===== config.mk =====
export PLATFORM = sky130hd
export DESIGN_NAME = bsg_cache_dma_arbiter
export DESIGN_NICKNAME = d
export VERILOG_FILES = /design/src/rtl/bsg_cache_dma_arbiter.sv
export SDC_FILE = /design/constraint.sdc
export NUM_CORES = 1
export LEC_CHECK = 0
export CORE_AREA = 3 3 132 134
export DETAILED_ROUTE_END_ITERATION = 8
export DIE_AREA = 0 0 135 137
export PLACE_DENSITY = 0.66
export SYNTH_ARGS = -nofsm -noshare
export SYNTH_HDL_FRONTEND = slang
export SYNTH_SLANG_ARGS = --single-unit

===== constraint.sdc =====
create_clock -name clk_i -period 2.75 [get_ports clk_i]
set_input_delay 0.4125 -clock clk_i [delete_from_list [all_inputs] [get_ports clk_i]]
set_output_delay 0.4125 -clock clk_i [all_outputs]
set_load 0.005 [all_outputs]

===== src/rtl/bsg_cache_dma_arbiter.sv =====
// Shares one memory-side DMA channel among num_cache_p cache DMA ports; write bursts lock to their owner.
// Define BSG_CACHE_DMA_ARBITER_FIXED_PRIO_EN for fixed priority (lowest index wins) instead of round-robin.
module bsg_cache_dma_arbiter #(
    parameter int num_cache_p           = 2,
    parameter int addr_width_p          = 32,
    parameter int block_size_in_words_p = 8,
    parameter int ways_p                = 2,
    parameter int dma_data_width_p      = 32,
    parameter int burst_len_p           = 4,
    parameter int read_fifo_els_p       = 4,
    // Packet layout, MSB first: {write_not_read, way_id, mask, addr}
    localparam int way_id_width_lp = (ways_p > 1) ? $clog2(ways_p) : 1,
    localparam int pkt_width_lp    = 1 + way_id_width_lp + block_size_in_words_p + addr_width_p
) (
    input  logic                                            clk_i,
    input  logic                                            reset_i,
    input  logic [num_cache_p-1:0][pkt_width_lp-1:0]        dma_pkt_i,
    input  logic [num_cache_p-1:0]                          dma_pkt_v_i,
    output logic [num_cache_p-1:0]                          dma_pkt_yumi_o,
    input  logic [num_cache_p-1:0][dma_data_width_p-1:0]    dma_data_i,
    input  logic [num_cache_p-1:0]                          dma_data_v_i,
    output logic [num_cache_p-1:0]                          dma_data_yumi_o,
    output logic [num_cache_p-1:0][dma_data_width_p-1:0]    dma_data_o,
    output logic [num_cache_p-1:0]                          dma_data_v_o,
    input  logic [num_cache_p-1:0]                          dma_data_ready_and_i,
    output logic [pkt_width_lp-1:0]                         mem_pkt_o,
    output logic                                            mem_pkt_v_o,
    input  logic                                            mem_pkt_ready_and_i,
    output logic [dma_data_width_p-1:0]                     mem_wdata_o,
    output logic                                            mem_wdata_v_o,
    input  logic                                            mem_wdata_ready_and_i,
    input  logic [dma_data_width_p-1:0]                     mem_rdata_i,
    input  logic                                            mem_rdata_v_i,
    output logic                                            mem_rdata_ready_and_o
);

    localparam int id_width_lp       = $clog2(num_cache_p);
    localparam int cnt_width_lp      = (burst_len_p > 1) ? $clog2(burst_len_p) : 1;
    localparam int fifo_ptr_width_lp = (read_fifo_els_p > 1) ? $clog2(read_fifo_els_p) : 1;
    localparam int fifo_cnt_width_lp = $clog2(read_fifo_els_p + 1);
    localparam logic [cnt_width_lp-1:0] last_beat_lp = cnt_width_lp'(burst_len_p - 1);
    localparam int wnr_bit_lp = pkt_width_lp - 1;

    typedef enum logic {IDLE, SEND_WDATA} state_e;

    state_e                       state_r, state_n;
    logic [id_width_lp-1:0]       wid_r, gnt, start_id, rid;
    logic [cnt_width_lp-1:0]      wcnt_r, rcnt_r;
    logic [id_width_lp-1:0]       fifo_mem_r [read_fifo_els_p];
    logic [fifo_ptr_width_lp-1:0] fifo_wptr_r, fifo_rptr_r;
    logic [fifo_cnt_width_lp-1:0] fifo_cnt_r;
    logic                         fifo_full, fifo_empty, fifo_push, fifo_pop;
    logic [num_cache_p-1:0]       eligible;
    logic                         gnt_v, pkt_hs, wdata_hs, rdata_hs;

    assign fifo_full  = (fifo_cnt_r == fifo_cnt_width_lp'(read_fifo_els_p));
    assign fifo_empty = (fifo_cnt_r == '0);
    assign rid        = fifo_mem_r[fifo_rptr_r];

    always_comb begin
        eligible = '0;
        for (int unsigned i = 0; i < 32'(num_cache_p); i++)
            eligible[i] = dma_pkt_v_i[i] & (dma_pkt_i[i][wnr_bit_lp] | ~fifo_full);
    end

    // Scan starts at start_id and wraps, so the first eligible port from there wins.
    always_comb begin
        int unsigned idx;
        idx   = 0;
        gnt   = '0;
        gnt_v = 1'b0;
        for (int unsigned k = 0; k < 32'(num_cache_p); k++) begin
            idx = (32'(start_id) + k) % 32'(num_cache_p);
            if (!gnt_v && eligible[id_width_lp'(idx)]) begin
                gnt   = id_width_lp'(idx);
                gnt_v = 1'b1;
            end
        end
    end

    always_comb begin
        state_n         = state_r;
        mem_pkt_o       = dma_pkt_i[gnt];
        mem_pkt_v_o     = 1'b0;
        dma_pkt_yumi_o  = '0;
        pkt_hs          = 1'b0;
        mem_wdata_o     = dma_data_i[wid_r];
        mem_wdata_v_o   = 1'b0;
        dma_data_yumi_o = '0;
        wdata_hs        = 1'b0;
        case (state_r)
            IDLE: begin
                mem_pkt_v_o         = gnt_v & ~reset_i;
                pkt_hs              = mem_pkt_v_o & mem_pkt_ready_and_i;
                dma_pkt_yumi_o[gnt] = pkt_hs;
                if (pkt_hs && mem_pkt_o[wnr_bit_lp])
                    state_n = SEND_WDATA;
            end
            SEND_WDATA: begin
                mem_wdata_v_o            = dma_data_v_i[wid_r] & ~reset_i;
                wdata_hs                 = mem_wdata_v_o & mem_wdata_ready_and_i;
                dma_data_yumi_o[wid_r]   = wdata_hs;
                if (wdata_hs && (wcnt_r == last_beat_lp))
                    state_n = IDLE;
            end
            default: state_n = IDLE;
        endcase
    end

    // Fill data is broadcast; only the port at the ID FIFO head sees valid.
    always_comb begin
        dma_data_o            = '0;
        dma_data_v_o          = '0;
        for (int unsigned i = 0; i < 32'(num_cache_p); i++)
            dma_data_o[i] = mem_rdata_i;
        dma_data_v_o[rid]     = mem_rdata_v_i & ~fifo_empty & ~reset_i;
        mem_rdata_ready_and_o = ~fifo_empty & dma_data_ready_and_i[rid] & ~reset_i;
    end

    assign rdata_hs  = mem_rdata_v_i & mem_rdata_ready_and_o;
    assign fifo_push = pkt_hs & ~mem_pkt_o[wnr_bit_lp] & ~fifo_full;
    assign fifo_pop  = rdata_hs & (rcnt_r == last_beat_lp);

    always_ff @(posedge clk_i) begin
        if (reset_i) begin
            state_r     <= IDLE;
            wid_r       <= '0;
            wcnt_r      <= '0;
            rcnt_r      <= '0;
            fifo_wptr_r <= '0;
            fifo_rptr_r <= '0;
            fifo_cnt_r  <= '0;
        end else begin
            state_r <= state_n;
            if (pkt_hs && mem_pkt_o[wnr_bit_lp]) begin
                wid_r  <= gnt;
                wcnt_r <= '0;
            end else if (wdata_hs) begin
                wcnt_r <= (wcnt_r == last_beat_lp) ? '0 : wcnt_r + 1'b1;
            end
            if (rdata_hs)
                rcnt_r <= (rcnt_r == last_beat_lp) ? '0 : rcnt_r + 1'b1;
            if (fifo_push)
                fifo_wptr_r <= (fifo_wptr_r == fifo_ptr_width_lp'(read_fifo_els_p - 1))
                             ? '0 : fifo_wptr_r + 1'b1;
            if (fifo_pop)
                fifo_rptr_r <= (fifo_rptr_r == fifo_ptr_width_lp'(read_fifo_els_p - 1))
                             ? '0 : fifo_rptr_r + 1'b1;
            if (fifo_push && !fifo_pop)
                fifo_cnt_r <= fifo_cnt_r + 1'b1;
            else if (!fifo_push && fifo_pop)
                fifo_cnt_r <= fifo_cnt_r - 1'b1;
        end
    end

    always_ff @(posedge clk_i) begin
        if (fifo_push)
            fifo_mem_r[fifo_wptr_r] <= gnt;
    end

`ifdef BSG_CACHE_DMA_ARBITER_FIXED_PRIO_EN
    assign start_id = '0;
`else
    logic [id_width_lp-1:0] rr_ptr_r;

    always_ff @(posedge clk_i) begin
        if (reset_i)
            rr_ptr_r <= '0;
        else if (pkt_hs)
            rr_ptr_r <= (gnt == id_width_lp'(num_cache_p - 1)) ? '0 : gnt + 1'b1;
    end

    assign start_id = rr_ptr_r;
`endif

endmodule


==> flow_summary.json, run 1 <==
{
  "run_status": "finished, final reports clean",
  "end_kind": "output port",
  "coreArea_um2": 16400,
  "p_int_mw": 1.09,
  "clockRootBuffer": "clkbuf_16",
  "clock_path_buffers": 2,
  "use_met3_pct": 3.31,
  "placed_area_um2": 4990,
  "holdCritPathClass": "reg2reg",
  "min_period_ps": 2690,
  "yosys_warnings": 0,
  "setup-tns-final_ps": 0,
  "final-max-slew-violation-count": 0,
  "firstDrtPassIters": 4,
  "worst_slew_pin_slew_ps": 459,
  "antenna_left": 0,
  "rsz0062_at_grt": "yes",
  "synthCells": 266,
  "cts_made_buffers": 3,
  "yosysSeqAreaShare_pct": 16.8,
  "busiest_layer": "met2",
  "finalCritPeriodShare_pct": 97.7,
  "required_ps": 2340,
  "rows": 47,
  "holdWs_ps": 474,
  "relSlewSlack_pct": 68.5,
  "wl_per_cell_um": 16.0,
  "layout-area-overhead-vs-synth_pct": 99.4,
  "cp.arrival_ps": 2270,
  "finClkSkew_ps": 4.86,
  "place_ws_ps": -214,
  "fin_util_pct": 31.8,
  "cpPeakStageDelay_ps": 510,
  "synth_edf_count": 4,
  "synth_ff_type": "dfxtp_1",
  "antenna_found_initial": 0,
  "drive_gt1_share_pct": 29.0,
  "final_nets": 674,
  "via_per_inst": 3.93,
  "postCtsHoldBufs": 0,
  "placement.io_buffers": 241,
  "maxCapViolations": 0,
  "ios": 338,
  "die_area_um2": 18500,
  "diodes": 0,
  "grt-ovfl-total": 0,
  "cp_slowest_cell": "or4b_4",
  "worstHoldPathCells": 2,
  "drc_errors": 0,
  "max_freq_mhz": 372,
  "peakVddDrop_v": 0.000232,
  "synthArstFlopShare_pct": 0,
  "chipHeight_um": 137,
  "grtUsageTotal_pct": 11.5,
  "globalplace.congestion": 0.874,
  "startpoint_type": "primary input",
  "synth_cell_type_count": 48,
  "dpl.cell_count": 680,
  "htreeDepth": 1,
  "grt_max_degree": 33,
  "switching_share_pct": 23.6,
  "worstSetupPathType": "in2out",
  "hold_violations": 0,
  "cts_tree": "yes",
  "p_per_area_nw_per_um2": 274,
  "synth_fp_nets": 466,
  "path_max_fanout": 6,
  "rrSetupSlack_ps": 160,
  "die_width_um": 135,
  "instances_no_fill": 693,
  "vias": 2721,
  "power_mw": 1.43,
  "drt-total-wl_um": 11100,
  "clk-insertion-delay-late_ps": 250,
  "path_clk_slew_ps": 50,
  "drtIter0Drc": 71,
  "grt_pass1_vias": 3142,
  "cts_sinks": 20,
  "syn_area_um2": 2620,
  "worstPathCellList": "dlygate4sd2_1, or4b_4, o211ai_4, buf_12, buf_6, buf_12, mux2_2, dlygate4sd2_1",
  "p_leak_nw": 2.06,
  "postSynthAreaPerCell_um2": 9.84,
  "power_switching_mw": 0.337,
  "hpwl_um": 9430,
  "final_area_um2": 5220,
  "setup_violations": 0,
  "seqPwrFrac_pct": 22.3,
  "synth_seq_cells": 20,
  "ff2ff_path_depth": 9,
  "start_util_pct": 16.0,
  "met1_usage_pct": 12.5,
  "pwr-share-comb_pct": 49.7,
  "clkPwrFrac_pct": 28.0,
  "use_met2_pct": 21.9,
  "grt_first_pass_wirelength_um": 16800,
  "setup_slack_ps": 64.5
}
synthesized netlist by cell type, drive strengths merged (2+ instances only):
library cell	n	area (µm²)
mux2	78	878
buf	72	542
dfxtp	16	320
nor2	9	36.3
ha	8	100
and2	7	43.8
inv	6	22.5
nor2b	6	40.0
nor3	6	35.0
mux2i	5	50.1
a21oi	4	20.0
clkbuf	4	15.0
edfxtp	4	120
nand2	3	11.3
nor3b	3	22.5
o211ai	3	36.3
o31ai	3	22.5
a211oi	2	25.0
nand2b	2	12.5
nand3	2	15.0
nand4	2	12.5
nor4	2	12.5
or4b	2	27.5
xor2	2	17.5
critical path: cells and delay by family:
kind / cells / cell delay (ps)
buffers and inverters: 5 / 890
AOI/OAI and AO/OA: 1 / 120
and+or+nand+nor: 1 / 510
muxes: 1 / 330
area by class of cell:
| cell class | count | area [µm²] |
|---|---|---|
| clock inverter | 1 | 30.0 |
| clock buffer | 3 | 75.1 |
| timing repair buffer | 279 | 2730 |
| sequential | 20 | 444 |
| fill | 1648 | 11200 |
| inverter | 6 | 22.5 |
| multi-input combinational | 164 | 1640 |
| tap | 220 | 275 |
metal layers:
metal  vias up  part of all wire [%]
li1       1296                     -
met1      1232                    37
met2       163                    51
met3        30                   8.8
met4         0                   2.5
met5         -                     0
kinds of logic after synthesis:
logic type / Yosys count / share of synthesized area, %
buffers and inverters: 82 / 22.1
adders and majority gates: 9 / 4.59
muxes: 84 / 36.3
DFF: 20 / 16.8
xor gates and xnor gates: 2 / 0.669
AOI/OAI and AO/OA: 20 / 7.41
and+or+nand+nor: 49 / 12.0
sequential cells by signal (all words and copies together), names as in the netlist, named ones only:
register / count
fifo_mem_r: 4
fifo_cnt_r: 3
fifo_rptr_r: 2
fifo_wptr_r: 2
rcnt_r: 2
wcnt_r: 2
rr_ptr_r: 1
state_r: 1
wid_r: 1
timing repair:
item / in CTS / in global routing
gates resized for setup: 55 / 15
setup endpoints to repair: 43 / 17
pin swaps: 1 / 5
setup buffers: 5 / 2
gates cloned: 2 / 0
path summary, 6_finish.rpt:
check / from / end
setup reg to reg: fifo_mem_r[3] / fifo_cnt_r[2]
hold reg to reg: rr_ptr_r / rr_ptr_r
setup / recovery: dma_pkt_i[83] / mem_pkt_o[23]
hold / removal: rr_ptr_r / rr_ptr_r
power by group through the flow:
stage	clock [mW]	sequential [mW]	combinational (mW)
floorplan	0	0.324	0.295
global placement	0	0.324	0.697
detailed placement	0	0.324	0.708
CTS	0.407	0.318	0.716
global route	0.417	0.320	0.763
finish	0.400	0.319	0.709
placed cells by master, fill, tap and decap left out, types with 5 or more instances in the layout:
cell type	netlist	layout
nor2b_1	5	5
nor2_1	8	8
ha_1	8	7
clkbuf_2	0	5
and2_1	7	7
mux2_2	67	67
dfxtp_1	16	13
dlygate4sd2_1	0	38
nor3_1	5	5
inv_1	6	6
clkdlybuf4s50_1	0	196
buf_4	64	30
mux2i_1	5	5
mux2_1	11	11
Power figures use the tool's default switching activity.
==> run 2: changes to the inputs <==
- CORE_AREA: 3 3 132 134 -> 2 2 131 133
- CTS_CLUSTER_SIZE: unset -> 28
- DIE_AREA: 0 0 135 137 -> 0 0 133 135
- SKIP_LAST_GASP: unset -> 1
==> flow_summary.json, run 2 (synthesized netlist as in run 1, its figures left out) <==
{
  "clk-insertion-delay-late_ps": 250,
  "diodes": 0,
  "largest_reg_flops": 4,
  "min_from": "rr_ptr_r",
  "required_ps": 2340,
  "die_area_um2": 18000,
  "path_max_fanout": 11,
  "grt_pass1_vias": 2880,
  "worst_slew_pin_slew_ps": 470,
  "drt-total-wl_um": 10800,
  "final_common_cell": "clkdlybuf4s50_1",
  "clockRootBuffer": "clkbuf_16",
  "run_status": "finished, violations left",
  "peakVddDrop_v": 0.000299,
  "path_clk_slew_ps": 60,
  "most-common-layout-cells": "clkdlybuf4s50_1, mux2_2, buf_4",
  "fin_util_pct": 32.3,
  "largest_register": "fifo_mem_r",
  "fill_cells": 1626,
  "r2r-end": "fifo_cnt_r[2]",
  "drc_errors": 0,
  "worstHoldEndpoint": "rr_ptr_r",
  "cts_made_buffers": 3,
  "grtUsageTotal_pct": 11.4,
  "globalplace.congestion": 0.843,
  "power_mw": 1.45,
  "start_util_pct": 16.0,
  "switching_share_pct": 23.8,
  "drive_gt1_share_pct": 28.1,
  "setup_slack_ps": -7.61,
  "final-max-slew-violation-count": 0,
  "cts_sinks": 20,
  "worstHoldPathCells": 2,
  "placed_area_um2": 4980,
  "rrSetupSlack_ps": 170,
  "postCtsHoldBufs": 0,
  "coreArea_um2": 16400,
  "violations": "negative setup slack",
  "final_nets": 675,
  "grt-ovfl-total": 0,
  "ff2ff_path_depth": 9,
  "cts_tree": "yes",
  "placement.io_buffers": 241,
  "cp_slowest_cell": "or4b_4",
  "pwr-share-comb_pct": 50.0,
  "vias": 2681,
  "min_period_ps": 2760,
  "max_freq_mhz": 363,
  "hpwl_um": 8970,
  "final_area_um2": 5300,
  "end_kind": "output port",
  "htreeDepth": 1,
  "cpPeakStageDelay_ps": 500,
  "cp.arrival_ps": 2350,
  "relSlewSlack_pct": 67.8,
  "place_ws_ps": -198,
  "reg_top3": "fifo_mem_r x4, fifo_cnt_r x3",
  "setup-tns-final_ps": -7.61,
  "antenna_left": 0,
  "layout-area-overhead-vs-synth_pct": 102,
  "chipHeight_um": 135,
  "power_switching_mw": 0.346,
  "grt_max_degree": 31,
  "p_int_mw": 1.10,
  "finalCritPeriodShare_pct": 100,
  "via_per_inst": 3.86,
  "clock_path_buffers": 2,
  "rows": 47,
  "p_per_area_nw_per_um2": 274,
  "maxCapViolations": 0,
  "worstPathCellList": "dlygate4sd2_1, or4b_4, o211ai_4, buf_6, buf_16, mux2_1, clkdlybuf4s50_1",
  "rsz0062_at_grt": "yes",
  "firstDrtPassIters": 4,
  "p_leak_nw": 2.18,
  "clkPwrFrac_pct": 27.9,
  "setup_violations": 1,
  "antenna_found_initial": 0,
  "grt_first_pass_wirelength_um": 15800,
  "ios": 338,
  "seqPwrFrac_pct": 22.0,
  "die_width_um": 133,
  "drtIter0Drc": 48,
  "wl_per_cell_um": 15.6,
  "worstSetupPathType": "in2out",
  "holdCritPathClass": "reg2reg",
  "hold_violations": 0,
  "finClkSkew_ps": 0.854,
  "startpoint_type": "primary input"
}
==> run 2: layout make-up <==
cell class | count | area [µm²] | area share (%)
clock inverter | 1 | 30.0 | 0.567
sequential | 20 | 442 | 8.34
clock buffer | 3 | 75.1 | 1.42
tap | 220 | 275 | 5.20
timing repair buffer | 280 | 2820 | 53.3
multi-input combinational | 164 | 1630 | 30.8
inverter | 6 | 22.5 | 0.425
==> run 2: timing repair <==
action                     in CTS  in global routing
gates resized for setup        36                 33
setup endpoints to repair      42                 32
setup buffers                   6                  3
pin swaps                       2                  3
gates cloned                    3                  0
==> run 2: metal layers <==
layer | share of wire (%) | global-route usage [%]
met1 | 40 | 13.2
met2 | 50 | 21.0
met3 | 8.6 | 3.04
met4 | 1.4 | 2.39
met5 | 0 | 0
==> run 2: power groups by stage <==
| stage | combinational (mW) | clock [mW] | sequential, mW |
|---|---|---|---|
| final | 0.725 | 0.405 | 0.320 |
| after global routing | 0.775 | 0.421 | 0.321 |
| after CTS | 0.745 | 0.413 | 0.319 |
| after detailed placement | 0.706 | 0 | 0.325 |
| after global placement | 0.696 | 0 | 0.325 |
| after floorplan | 0.295 | 0 | 0.324 |
==> run 2: worst max path at each step <==
stage                        start       endpoint  slack, ps
2_1_floorplan  mem_pkt_ready_and_i  fifo_cnt_r[2]        190
3_3_place_gp         dma_pkt_i[83]  mem_pkt_o[33]       -180
3_5_place_dp         dma_pkt_i[83]  mem_pkt_o[26]       -200
4_1_cts              dma_pkt_i[83]  mem_pkt_o[30]       -110
5_1_grt              dma_pkt_i[83]  mem_pkt_o[31]        -80
6_report             dma_pkt_i[83]  mem_pkt_o[31]         -8
==> run 2: per-stage QoR <==
| stage | instances | hold slack (ps) |
|---|---|---|
| detailed placement | 679 | 448 |
| CTS | 692 | 461 |
| global route | 694 | 477 |
| global placement | 679 | 444 |
| floorplan | 266 | 440 |
| finish | 694 | 463 |
==> run 2: critical path: cells and delay by family <==
family          cells  cell delay [ps]
buf+inv             4              980
mux                 1              320
compound gates      1              130
simple gates        1              500
==> run 3: changes to the inputs <==
- CAP_MARGIN: unset -> 15
- REMOVE_ABC_BUFFERS: unset -> 1
==> flow_summary.json, run 3 (synthesized netlist as in run 1, its figures left out) <==
{
  "finClkSkew_ps": 1.53,
  "worstHoldEndpoint": "rr_ptr_r",
  "coreArea_um2": 16400,
  "run_status": "finished, final reports clean",
  "worst_slew_pin_slew_ps": 446,
  "die_width_um": 133,
  "via_per_inst": 4.07,
  "clock_path_buffers": 2,
  "setup_violations": 0,
  "path_max_fanout": 5,
  "grt_max_degree": 32,
  "globalplace.congestion": 0.860,
  "cts_tree": "yes",
  "postCtsHoldBufs": 0,
  "firstDrtPassIters": 4,
  "setup_slack_ps": 61.3,
  "end_kind": "output port",
  "largest_register": "fifo_mem_r",
  "start_util_pct": 16.0,
  "max_freq_mhz": 372,
  "min_period_ps": 2690,
  "grt-ovfl-total": 0,
  "rrSetupSlack_ps": 170,
  "vias": 2850,
  "antenna_found_initial": 0,
  "peakVddDrop_v": 0.000200,
  "r2r-end": "fifo_cnt_r[2]",
  "drt-total-wl_um": 14900,
  "ff2ff_path_depth": 9,
  "worstHoldPathCells": 2,
  "hold_violations": 0,
  "cp.arrival_ps": 2280,
  "htreeDepth": 1,
  "layout-area-overhead-vs-synth_pct": 101,
  "antenna_left": 0,
  "holdCritPathClass": "reg2reg",
  "layout.area.seq_um2": 440,
  "final_common_cell": "clkdlybuf4s50_1",
  "place_ws_ps": -213,
  "drive_gt1_share_pct": 28.7,
  "maxCapViolations": 0,
  "hpwl_um": 13200,
  "cts_made_buffers": 3,
  "placement.io_buffers": 241,
  "final_nets": 681,
  "cts_sinks": 20,
  "clk-insertion-delay-late_ps": 250,
  "drc_errors": 0,
  "worstSetupPathType": "in2out",
  "relSlewSlack_pct": 69.4,
  "holdWs_ps": 466,
  "wl_per_cell_um": 21.3,
  "finalCritPeriodShare_pct": 97.8,
  "ios": 338,
  "min_from": "rr_ptr_r",
  "clockRootBuffer": "clkbuf_16",
  "p_leak_nw": 2.07,
  "final-max-slew-violation-count": 0,
  "path_clk_slew_ps": 60,
  "reg_top3": "fifo_mem_r x4, fifo_cnt_r x3",
  "grt_first_pass_wirelength_um": 20600,
  "chipHeight_um": 135,
  "drtIter0Drc": 106,
  "required_ps": 2340,
  "multi_input_area_um2": 1630,
  "fill_cells": 1651,
  "largest_reg_flops": 4,
  "most-common-layout-cells": "clkdlybuf4s50_1, mux2_2, dlygate4sd2_1",
  "p_per_area_nw_per_um2": 277,
  "grtUsageTotal_pct": 15.9,
  "rows": 47,
  "diodes": 0,
  "grt_pass1_vias": 3130,
  "startpoint_type": "primary input",
  "die_area_um2": 18000,
  "crit-reg2reg-launch": "fifo_mem_r[3]"
}
==> run 3: cell types whose count changed in the layout (fill, tap and decap cells not counted), moves of 4 or more <==
| cell | before | now |
|---|---|---|
| dlygate4sd2_1 | 17 | 43 |
| dlymetal6s2s_1 | 19 | 0 |
| buf_4 | 29 | 37 |
| clkdlybuf4s15_1 | 4 | 0 |
==> run 3: worst max-delay path, stage by stage <==
cell and delay [ps]:
dlygate4sd2_1 240, or4b_4 510, o211ai_4 100, buf_12 150, bufbuf_16 260, mux2_2 330
dlygate4sd2_1 260
==> run 3: per-layer routing <==
metal | track usage, % | share of wire [%] | up-vias
met2 | 25.9 | 45 | 246
met4 | 2.03 | 1.0 | 2
li1 | - | - | 1312
met1 | 17.0 | 38 | 1276
met5 | 4.72 | 0.58 | -
met3 | 11.5 | 16 | 14
==> run 3: layout make-up <==
cell class                 count  share of cell area, %
clock buffer                   3                   1.43
inverter                       6                  0.428
timing repair buffer         286                   53.0
sequential                    20                   8.36
multi-input combinational    164                   31.0
tap                          220                   5.23
clock inverter                 1                  0.570
==> run 3: worst max-delay path by stage <==
stage,endpoint,from,depth (start not counted),slack [ps]
floorplan,fifo_cnt_r[2],mem_pkt_ready_and_i,9,200
global placement,mem_pkt_o[10],dma_pkt_i[83],6,-180
detailed placement,mem_pkt_o[12],dma_pkt_i[83],6,-210
CTS,mem_pkt_o[34],dma_pkt_i[83],8,-20
global route,mem_pkt_o[6],dma_pkt_v_i[0],8,-0.7
finish,mem_pkt_o[21],dma_pkt_i[83],7,60
==> run 3: power by group <==
part	switching [mW]	total, mW	internal, mW
sequential	0.00857	0.318	0.309
clock	0.118	0.407	0.289
combinational	0.233	0.736	0.502
==> run 3: through the flow <==
step           util [%]  cells  area, µm²  power, mW  TNS [ps]
2_1_floorplan         -    190       2060      0.526         0
3_3_place_gp       30.5    682       5010       1.04     -7180
3_5_place_dp       30.5    682       5010       1.05     -7870
4_1_cts            32.0    699       5250       1.47     -20.6
5_1_grt            32.1    700       5270       1.54    -0.694
6_report           32.1    700       5270       1.46         0
==> run 3: timing repair <==
| action | in CTS | in global routing |
|---|---|---|
| gates resized for setup | 57 | 4 |
| buffers inserted | 11 | 1 |
| cloned | 2 | 0 |
| pin swaps | 3 | 1 |
| endpoints found under the setup margin | 44 | 28 |
